**src/rtl/conv_pkg.sv**
```systemverilog
// Shared types and constants for the BRAM port arbiter.
// Contents: requester id width, arbiter FSM states, read-return tag,
// memory command payload and the rotating-pointer increment helper.
package conv_pkg;

  localparam int unsigned MAX_NREQ = 4;
  localparam int unsigned REQ_ID_W = 2;
  localparam int unsigned ADDR_W   = 32;
  localparam int unsigned DATA_W   = 32;
  localparam int unsigned BE_W     = 4;

  localparam logic [BE_W-1:0] BYTE_EN_ALL = 4'b1111;

  typedef enum logic [0:0] {
    ARB_IDLE  = 1'b0,
    ARB_OWNED = 1'b1
  } arb_state_t;

  // Travels alongside an accepted read until its data comes back.
  typedef struct packed {
    logic                vld;
    logic [REQ_ID_W-1:0] id;
  } rd_tag_t;

  // Access selected from the granted requester.
  typedef struct packed {
    logic              rd;
    logic [BE_W-1:0]   we;
    logic [ADDR_W-1:0] addr;
    logic [DATA_W-1:0] wdata;
  } mem_cmd_t;

  // Requester after id, wrapping at nreq.
  function automatic logic [REQ_ID_W-1:0] next_id(input logic [REQ_ID_W-1:0] id,
                                                  input int unsigned         nreq);
    if ((32'(id) + 32'd1) >= nreq) begin
      return '0;
    end
    return id + REQ_ID_W'(1);
  endfunction

endpackage

```
**src/rtl/arb_rr_pick.sv**
```systemverilog
// Rotating priority encoder: first active requester at or after ptr.
// Ports:
//   active  in  NREQ      requesters with a pending access
//   ptr     in  REQ_ID_W  highest-priority requester this cycle
//   gnt_oh  out NREQ      one-hot pick, zero when nothing active
//   gnt_id  out REQ_ID_W  index of the pick
module arb_rr_pick
  import conv_pkg::*;
#(
  parameter int unsigned NREQ = 2
) (
  input  logic [NREQ-1:0]     active,
  input  logic [REQ_ID_W-1:0] ptr,
  output logic [NREQ-1:0]     gnt_oh,
  output logic [REQ_ID_W-1:0] gnt_id
);

  logic found;

  // Outer loop walks priority order starting at ptr; first hit wins.
  always_comb begin
    gnt_oh = '0;
    gnt_id = '0;
    found  = 1'b0;
    for (int unsigned k = 0; k < NREQ; k++) begin
      for (int unsigned n = 0; n < NREQ; n++) begin
        if (!found && active[n] && (((32'(ptr) + k) % NREQ) == n)) begin
          gnt_oh[n] = 1'b1;
          gnt_id    = REQ_ID_W'(n);
          found     = 1'b1;
        end
      end
    end
  end

endmodule

```
**src/rtl/bram_port_arbiter.sv**
```systemverilog
// Shares one word-addressed BRAM port between NREQ requesters with
// round-robin grant, optional burst lock capped at MAX_HOLD accepts while
// others wait, a registered memory command and tag-routed read return.
// Optional feature macro: ARB_PERF_CNT_EN (adds perf_clr, perf_gnt, perf_wait).
// Ports:
//   clk, rst            clock, asynchronous active-low reset
//   rq_rd/we/addr/wdata per-requester access (slices 1/4/32/32 bits each)
//   rq_lock             keep the grant after this access
//   rq_gnt              one-hot grant, combinational
//   rq_rvalid/rq_rdata  registered read return, one-hot valid
//   M_R_req/M_addr/M_W_req/M_W_data  registered BRAM command
//   M_R_data            BRAM read data
//   perf_clr/perf_gnt/perf_wait      accept and wait counters (optional)
module bram_port_arbiter
  import conv_pkg::*;
#(
  parameter int unsigned NREQ     = 2,
  parameter int unsigned RD_LAT   = 1,
  parameter int unsigned MAX_HOLD = 16
) (
  input  logic                   clk,
  input  logic                   rst,
  input  logic [NREQ-1:0]        rq_rd,
  input  logic [BE_W*NREQ-1:0]   rq_we,
  input  logic [ADDR_W*NREQ-1:0] rq_addr,
  input  logic [DATA_W*NREQ-1:0] rq_wdata,
  input  logic [NREQ-1:0]        rq_lock,
  output logic [NREQ-1:0]        rq_gnt,
  output logic [NREQ-1:0]        rq_rvalid,
  output logic [DATA_W-1:0]      rq_rdata,
  output logic                   M_R_req,
  output logic [ADDR_W-1:0]      M_addr,
  output logic [BE_W-1:0]        M_W_req,
  output logic [DATA_W-1:0]      M_W_data,
  input  logic [DATA_W-1:0]      M_R_data
`ifdef ARB_PERF_CNT_EN
  ,
  input  logic                   perf_clr,
  output logic [32*NREQ-1:0]     perf_gnt,
  output logic [32*NREQ-1:0]     perf_wait
`endif
);

  localparam int unsigned HOLD_W = $clog2(MAX_HOLD + 1);

  arb_state_t          state_q, state_d;
  logic [REQ_ID_W-1:0] owner_q, owner_d;
  logic [REQ_ID_W-1:0] ptr_q, ptr_d;
  logic [HOLD_W-1:0]   hold_q, hold_d;

  logic [NREQ-1:0]     active;
  logic [NREQ-1:0]     owner_oh;
  logic                owner_act;
  logic                force_rel;
  logic                owner_keep;
  logic [NREQ-1:0]     pick_oh;
  logic [REQ_ID_W-1:0] pick_id;
  logic [NREQ-1:0]     gnt;
  logic [REQ_ID_W-1:0] acc_id;
  logic                accept;
  mem_cmd_t            sel_cmd;
  rd_tag_t             tag_in;
  rd_tag_t             tag_q [RD_LAT+1];

  // Request activity and owner decode.
  always_comb begin
    active   = '0;
    owner_oh = '0;
    for (int i = 0; i < NREQ; i++) begin
      active[i]   = rq_rd[i] | (|rq_we[BE_W*i +: BE_W]);
      owner_oh[i] = (owner_q == REQ_ID_W'(i));
    end
  end

  assign owner_act = |(owner_oh & active);
  // Owner loses the lock once it has used its budget and someone else waits.
  assign force_rel = (state_q == ARB_OWNED) && (hold_q == HOLD_W'(MAX_HOLD)) &&
                     (|(active & ~owner_oh));

  arb_rr_pick #(.NREQ(NREQ)) u_pick (
    .active (active),
    .ptr    (ptr_q),
    .gnt_oh (pick_oh),
    .gnt_id (pick_id)
  );

  // Arbiter FSM state register.
  always_ff @(posedge clk or negedge rst) begin
    if (!rst) begin
      state_q <= ARB_IDLE;
      owner_q <= '0;
      ptr_q   <= '0;
      hold_q  <= '0;
    end else begin
      state_q <= state_d;
      owner_q <= owner_d;
      ptr_q   <= ptr_d;
      hold_q  <= hold_d;
    end
  end

  // Arbiter FSM next state and grant. A released owner falls straight through
  // to the round-robin pick in the same cycle, so ownership changes cost no bubble.
  always_comb begin
    state_d    = state_q;
    owner_d    = owner_q;
    ptr_d      = ptr_q;
    hold_d     = hold_q;
    gnt        = '0;
    acc_id     = '0;
    accept     = 1'b0;
    owner_keep = 1'b0;
    if (rst) begin
      owner_keep = (state_q == ARB_OWNED) && owner_act && !force_rel;
      if (owner_keep) begin
        gnt    = owner_oh;
        acc_id = owner_q;
      end else begin
        gnt    = pick_oh;
        acc_id = pick_id;
      end
      // Grants only ever go to active requesters, so any grant is an accept.
      accept = |gnt;
      if (accept) begin
        ptr_d = next_id(acc_id, NREQ);
        if (|(gnt & rq_lock)) begin
          state_d = ARB_OWNED;
          owner_d = acc_id;
          if (!owner_keep) begin
            hold_d = HOLD_W'(1);
          end else if (hold_q != HOLD_W'(MAX_HOLD)) begin
            hold_d = hold_q + HOLD_W'(1);
          end
        end else begin
          state_d = ARB_IDLE;
          hold_d  = '0;
        end
      end else begin
        state_d = ARB_IDLE;
        hold_d  = '0;
      end
    end
  end

  assign rq_gnt = gnt;

  // Mux the granted requester's access.
  always_comb begin
    sel_cmd = '0;
    for (int i = 0; i < NREQ; i++) begin
      if (gnt[i]) begin
        sel_cmd.rd    = rq_rd[i];
        sel_cmd.we    = rq_we[BE_W*i +: BE_W];
        sel_cmd.addr  = rq_addr[ADDR_W*i +: ADDR_W];
        sel_cmd.wdata = rq_wdata[DATA_W*i +: DATA_W];
      end
    end
  end

  // Registered BRAM command; address and data hold when idle.
  always_ff @(posedge clk or negedge rst) begin
    if (!rst) begin
      M_R_req  <= 1'b0;
      M_W_req  <= '0;
      M_addr   <= '0;
      M_W_data <= '0;
    end else begin
      M_R_req <= accept & sel_cmd.rd;
      M_W_req <= accept ? sel_cmd.we : '0;
      if (accept) begin
        M_addr   <= sel_cmd.addr;
        M_W_data <= sel_cmd.wdata;
      end
    end
  end

  assign tag_in.vld = accept & sel_cmd.rd;
  assign tag_in.id  = acc_id;

  // Read tag pipe: last stage lines up with M_R_data being valid.
  always_ff @(posedge clk or negedge rst) begin
    if (!rst) begin
      for (int unsigned s = 0; s <= RD_LAT; s++) begin
        tag_q[s] <= '0;
      end
    end else begin
      tag_q[0] <= tag_in;
      for (int unsigned s = 1; s <= RD_LAT; s++) begin
        tag_q[s] <= tag_q[s-1];
      end
    end
  end

  // Read return, routed by tag id.
  always_ff @(posedge clk or negedge rst) begin
    if (!rst) begin
      rq_rvalid <= '0;
      rq_rdata  <= '0;
    end else begin
      for (int i = 0; i < NREQ; i++) begin
        rq_rvalid[i] <= tag_q[RD_LAT].vld && (tag_q[RD_LAT].id == REQ_ID_W'(i));
      end
      if (tag_q[RD_LAT].vld) begin
        rq_rdata <= M_R_data;
      end
    end
  end

`ifdef ARB_PERF_CNT_EN
  // Saturating per-requester accept and wait counters; clear beats increment.
  always_ff @(posedge clk or negedge rst) begin
    if (!rst) begin
      perf_gnt  <= '0;
      perf_wait <= '0;
    end else if (perf_clr) begin
      perf_gnt  <= '0;
      perf_wait <= '0;
    end else begin
      for (int i = 0; i < NREQ; i++) begin
        if (gnt[i] && (perf_gnt[32*i +: 32] != 32'hFFFF_FFFF)) begin
          perf_gnt[32*i +: 32] <= perf_gnt[32*i +: 32] + 32'd1;
        end
        if (active[i] && !gnt[i] && (perf_wait[32*i +: 32] != 32'hFFFF_FFFF)) begin
          perf_wait[32*i +: 32] <= perf_wait[32*i +: 32] + 32'd1;
        end
      end
    end
  end
`endif

endmodule

```
**config.mk**
```make
export PLATFORM = sky130hd
export DESIGN_NAME = bram_port_arbiter
export DESIGN_NICKNAME = d
export VERILOG_FILES = /design/src/rtl/conv_pkg.sv /design/src/rtl/arb_rr_pick.sv /design/src/rtl/bram_port_arbiter.sv
export SDC_FILE = /design/constraint.sdc
export NUM_CORES = 1
export LEC_CHECK = 0
export ABC_CLOCK_PERIOD_IN_PS = 3400
export CAP_MARGIN = 15
export CORE_MARGIN = 1
export CORE_UTILIZATION = 35
export DETAILED_ROUTE_END_ITERATION = 16
export PLACE_DENSITY = 0.74
export SLEW_MARGIN = 30
export SYNTH_ARGS = -nofsm -noshare
export SYNTH_HDL_FRONTEND = slang
export SYNTH_SLANG_ARGS = --single-unit
```
**constraint.sdc**
```tcl
create_clock -name clk -period 3.4 [get_ports clk]
set_input_delay 1.02 -clock clk [delete_from_list [all_inputs] [get_ports clk]]
set_output_delay 1.02 -clock clk [all_outputs]
set_load 0.01 [all_outputs]
```
# Word level (Yosys, flattened, before mapping)
# Index checks and enable logic that the tools add are counted.
[op_classes]
n_addsub = 4
n_lt_le_gt_ge = 1
eq_ne = 5
muxes = 30
n_bitwise = 7
reduce_logical = 30
[ops]
columns = ["cell", "count"]
rows = [
  ["$mux 69", 2],
  ["$logic_not 32->1", 2],
  ["$mux 5", 4],
  ["$mux 1", 17],
  ["$logic_and 1x1->1", 13],
  ["$mux 2", 6],
  ["$reduce_or 2->1", 4],
  ["$reduce_or 4->1", 2],
  ["$and 2x2->2", 3],
  ["$add 5x1->5 const B", 1],
  ["$eq 5x5->1 const B", 1],
  ["$ne 5x5->1 const B", 1],
  ["$eq 2x1->1 const B", 2],
  ["$logic_not 1->1", 4],
  ["$logic_not 2->1", 2],
  ["$mux 4", 1],
  ["$ne 4x3->1 const B", 1],
  ["$reduce_and 2->1", 2],
  ["$add 2x1->3 const B", 1],
  ["$ge 3x2->1 const B", 1],
  ["$reduce_and 3->1", 1],
  ["$add 1x1->1 const B", 2],
  ["$not 2->2", 1],
  ["$or 1x1->1", 2],
  ["$and 1x1->1", 1],
]
[totals]
ff_bits = 117
input_bits = 174
out_inout_bits = 105
wordCells = 90

# Logic depth before layout (Yosys ltp)
[logic_depth]
depth_word = 24
depth_mapped = 10
depth_no_buf = 7

# Hierarchy
# Synthesis repeated with hierarchy kept, for this count alone.
[hier_totals]
cells_unflattened = 413
hier_area_um2 = 5251.3
[modules_own_cells]
columns = ["module", "n_inst", "cells_per_inst", "area_per_inst_um2", "seq_area_each_um2"]
rows = [
  ["bram_port_arbiter", 1, 407, 5210.0, 2952.8],
  ["arb_rr_pick", 1, 6, 41.3, 0.0],
]

# Worst setup path after synthesis
# Ideal clock, no wire load.
[synth_timing]
kind = "input-to-output"
start = "input rq_we[5]"
end = "output rq_gnt[0]"
arrival_ps = 2190
required_ps = 2380
path_slack_ps = 190
stages = 4
n_path_buf = 1
path_cell_list = "nor4_2 -> a22oi_1 -> a211oi_2 -> buf_2"
[synth_via]
elab_chain_cells = 12
word_cells_on_any_way = 20
cone_classes = "mux: 5; bitwise: 3; reduce/logical: 12"
[synth_lines]
columns = ["element", "line", "rtl"]
rows = [
  ["from (decl)", "bram_port_arbiter.sv:24", "input logic [BE_W*NREQ-1:0] rq_we,"],
  ["$reduce_or 4->1 *", "bram_port_arbiter.sv:70", "active[i] = rq_rd[i] | (|rq_we[BE_W*i +: BE_W]);"],
  ["$or 1x1->1 *", "bram_port_arbiter.sv:70", ""],
  ["$logic_and 1x1->1 (2 in a row)", "arb_rr_pick.sv:27", "if (!found && active[n] && (((32'(ptr) + k) % NREQ) == n)) begin"],
  ["$mux 1", "arb_rr_pick.sv:27", ""],
  ["$logic_not 1->1", "arb_rr_pick.sv:27", ""],
  ["$logic_and 1x1->1 (2 in a row)", "arb_rr_pick.sv:27", ""],
  ["$mux 1", "arb_rr_pick.sv:27", ""],
  ["$mux 2 *", "bram_port_arbiter.sv:115", "if (owner_keep) begin"],
  ["$mux 2 * (2 in a row)", "bram_port_arbiter.sv:113", "if (rst) begin"],
  ["to (decl)", "bram_port_arbiter.sv:28", "output logic [NREQ-1:0] rq_gnt,"],
]
# Mark *: on every way between the ends. The rest lies on a longest branch, timed or not. The select of a mux whose other input is x is not followed.

# Worst setup path in the final report
[layout_timing]
start = "input rq_we[0]"
end = "output rq_gnt[1]"
[layout_via]
elab_chain_cells = 19
word_cells_on_any_way = 28
cone_classes = "mux: 8; bitwise: 3; reduce/logical: 17"
[layout_lines]
columns = ["element", "line"]
rows = [
  ["$reduce_or 4->1 *", "bram_port_arbiter.sv:70"],
  ["$or 1x1->1 *", "bram_port_arbiter.sv:70"],
  ["$logic_and 1x1->1", "arb_rr_pick.sv:27"],
  ["$mux 1", "arb_rr_pick.sv:27"],
  ["$logic_not 1->1", "arb_rr_pick.sv:27"],
  ["$logic_and 1x1->1 (2 in a row)", "arb_rr_pick.sv:27"],
  ["$mux 1", "arb_rr_pick.sv:27"],
  ["$logic_not 1->1", "arb_rr_pick.sv:27"],
  ["$logic_and 1x1->1 (2 in a row)", "arb_rr_pick.sv:27"],
  ["$mux 1", "arb_rr_pick.sv:27"],
  ["$logic_not 1->1", "arb_rr_pick.sv:27"],
  ["$logic_and 1x1->1 (2 in a row)", "arb_rr_pick.sv:27"],
  ["$mux 1", "arb_rr_pick.sv:27"],
  ["$mux 2 *", "bram_port_arbiter.sv:115"],
  ["$mux 2 * (2 in a row)", "bram_port_arbiter.sv:113"],
]
# Marked as above.

==> impl_summary.txt <==
----------------------------------------------------
[Outcome]
  Outcome ... completed

[Setup path]
  Highest net fanout along the worst path ... 2
  Worst setup slack for register-to-register paths ... 0.74 ns
  Element type at the critical path start ... primary input
  Startpoint-to-endpoint class of the critical path ... primary input to output port
  Data required time of the critical path ... 2.38 ns
  Worst Path Arrival ... 2.35 ns
  Kind of end point of the critical path ... output port

[Timing]
  Number of pins with negative max-slew slack in the final report ... 0
  Final critical-path share of the clock period ... 99.10%
  Slew HR ... 47.31%
  Setup repair after global routing missed its margin ... no
  Total negative slack ... 0 ns
  Smallest hold slack ... 0.3478 ns
  Post-route clock skew ... 0.01320 ns
  Number of endpoints with negative hold slack in the final report ... 0
  Slew @ Worst Pin ... 0.7903 ns
  Time the final worst path needs with I/O delays and setup ... 3.370 ns
  Count of final setup violators ... 0
  Post-route setup slack ... 0.03048 ns
  Peak Freq ... 296.8 MHz

[Floorplanning]
  Die ar. ... 14540 µm²
  Initial core utilization ... 36.59%
  Site row count ... 42
  Floorplan die height ... 120.6 µm
  Top-Level Pins ... 279
  Chip width ... 120.6 µm
  Core outline area ... 13450 µm²

[Yosys]
  Mapped cell area ... 4922 µm²
  Main flop type after synthesis ... dfrtp_1
  Share of the synthesized area in the top cell type ... 59.48%
  Syn nets ... 566
  Mapped Avg Cell Area ... 12.62 µm²
  Synth top area cells ... dfrtp_1 59%, a222oi_1 13%, mux2_2 7.5%
  Warnings from Yosys ... 0
  Sequential fraction of the synthesis area ... 59.48%
  Asr flop ratio synth ... 100.0%
  Synth area leader ... dfrtp_1
  Number of storage elements in the synthesis netlist ... 117
  Number of cells produced by synthesis ... 390
  Number of flops mapped to enable cells by yosys ... 0
  Number of different library cells in the post-synthesis netlist ... 46

[Global routing]
  Initial antenna violation count ... 0
  Top Usage Layer GRT ... met2
  Number of global-route vias before repair ... 4741
  Leftover overflow at the end of global routing ... 0
  Met3 layer usage reported by global route ... 5.566%
  First-pass GRT wire length ... 24900 µm
  Met2 global-route usage ... 39.87%
  Largest net degree at the start of global routing ... 72
  Global-route usage over all layers ... 22.38%
  Met1 layer usage reported by global route ... 25.62%

[CTS]
  Clock-pin slew reported for the worst setup and hold paths after clock tree synthesis ... 0.06 ns
  Number of hold buffers added after CTS ... 0
  Clock latency on the worst-skew pair ... 0.41 ns
  Clock tree from TritonCTS ... done
  Buffer levels on the longest clock path ... 2
  Clock root buffer master ... clkbuf_16
  Clock sink total ... 117
  Inserted Clock Buffers ... 17
  H-tree lvl count ... 4

[Routing]
  Remaining DRCs ... 0
  Vias ... 4609
  Routed wire length ... 16450 µm
  TritonRoute pass-1 iters ... 7
  Via density ... 5.304
  Number of DRC markers after the initial detailed-route iteration ... 549
  Detail Route Antenna Nets ... 0
  Routed wirelength normalized by instance count ... 18.93 µm

[Final layout]
  Most frequent cells in the layout ... 269 x clkdlybuf4s50_1, 115 x dfrtp_1, 73 x inv_1
  Total number of nets in the final design ... 856
  Ant. Diodes ... 0
  Most common library cell in the layout ignoring fill and taps ... clkdlybuf4s50_1
  Proportion of layout cells with a drive suffix above 1 ... 14.72%
  Post-route standard cell area excluding fillers ... 8586 µm²
  Area added between synthesis and finish ... 74.43%
  Fill cell total of the finished layout ... 1057

[Place]
  Global placer's final weighted congestion ... 0.8610
  Worst slack at placement ... -0.4614 ns
  Total cell area at the placement stage ... 7879 µm²
  Quantity of I/O buffers inserted on ports ... 278
  Half-perimeter wire length of the detailed placement result ... 11660 µm

[Pwr]
  Static power due to leakage ... 3.900 nW
  Power per Cell Area ... 810.5 nW/µm²
  IR Drop Worst-Case VDD ... 0.5908 mV
  Pwr Total ... 6.959 mW

[Min path]
  Type of the tightest min-delay check ... register to register

[Job]
  Max-cap check violation count ... 0

----------------------------------------------------
stage by stage:
stage | cells | utilization [%]
final | 869 | 63.82
after global routing | 869 | 63.82
after CTS | 868 | 63.68
after detailed placement | 830 | 58.57
after global placement | 830 | 58.56
after floorplan | 390 | -
registers in the layout (all words and copies together) (netlist names), 2 cells and up:
signal / flops
rq_rvalid: 2
tag_q: 6
rq_rdata: 32
M_W_req: 4
owner_q: 2
M_W_data: 32
hold_q: 5
M_addr: 32
cell families after synthesis:
| logic type | count (synthesis) | share of synthesized area, % |
|---|---|---|
| flip-flops | 117 | 59.48 |
| buffers and inverters | 102 | 9.430 |
| AO/OA/AOI/OAI | 99 | 18.38 |
| multiplexers | 35 | 7.956 |
| AND/OR/NAND/NOR | 34 | 4.169 |
| adder cells (fa/ha/maj) | 2 | 0.5083 |
| other | 1 | 0.07619 |
worst paths after layout:
check / startpoint / to / depth (start not counted)
hold reg to reg: tag_q[3] / tag_q[0] / 0
setup reg to reg: hold_q[0] / M_W_data[18] / 8
max in group asynchronous: rst / tag_q[2] / 2
min in group asynchronous: rst / tag_q[5] / 2
hold / removal: tag_q[3] / tag_q[0] / 0
setup / recovery: rq_we[0] / rq_gnt[1] / 5
cell usage after synthesis, drive strengths merged, types with 4 or more instances:
master / n
dfrtp: 117
inv: 73
a222oi: 64
mux2: 33
buf: 23
a21oi: 6
clkbuf: 6
nand2: 6
nor2: 6
a22o: 5
nand3: 5
o21ai: 4
what timing repair did:
item,4_1_cts,5_1_grt
pin swaps,4,2
hold endpoints to repair,0,0
setup buffers,6,1
endpoints found under the setup margin,2,2
resized for setup,15,5
critical path, cell delays in order:
cell and delay (ns):
clkdlybuf4s50_1 0.52, nor4_2 0.06, and2_4 0.17, o311a_2 0.35, clkdlybuf4s15_2 0.23
layout make-up:
type	count	area (µm²)	area share, %
repair buffers	300	2958	34.45
flip-flops and latches	117	2930	34.13
multi-input cells	171	1589	18.51
clock buffers	18	439.2	5.115
inverters	73	274.0	3.191
well taps	176	220.2	2.565
clock inverters	14	175.2	2.040
power breakdown:
part,internal (mW),total [mW],switching (mW)
Combinational,1.62,2.75,1.14
Clock,1.18,1.84,0.658
Sequential,1.97,2.37,0.398
metal layers:
metal	part of all wire, %	up-vias
met5	0	-
met2	52	265
met4	1.7	0
met3	7.6	24
met1	38	2258
li1	-	2062
No activity file was read; power rests on OpenSTA's default activity.
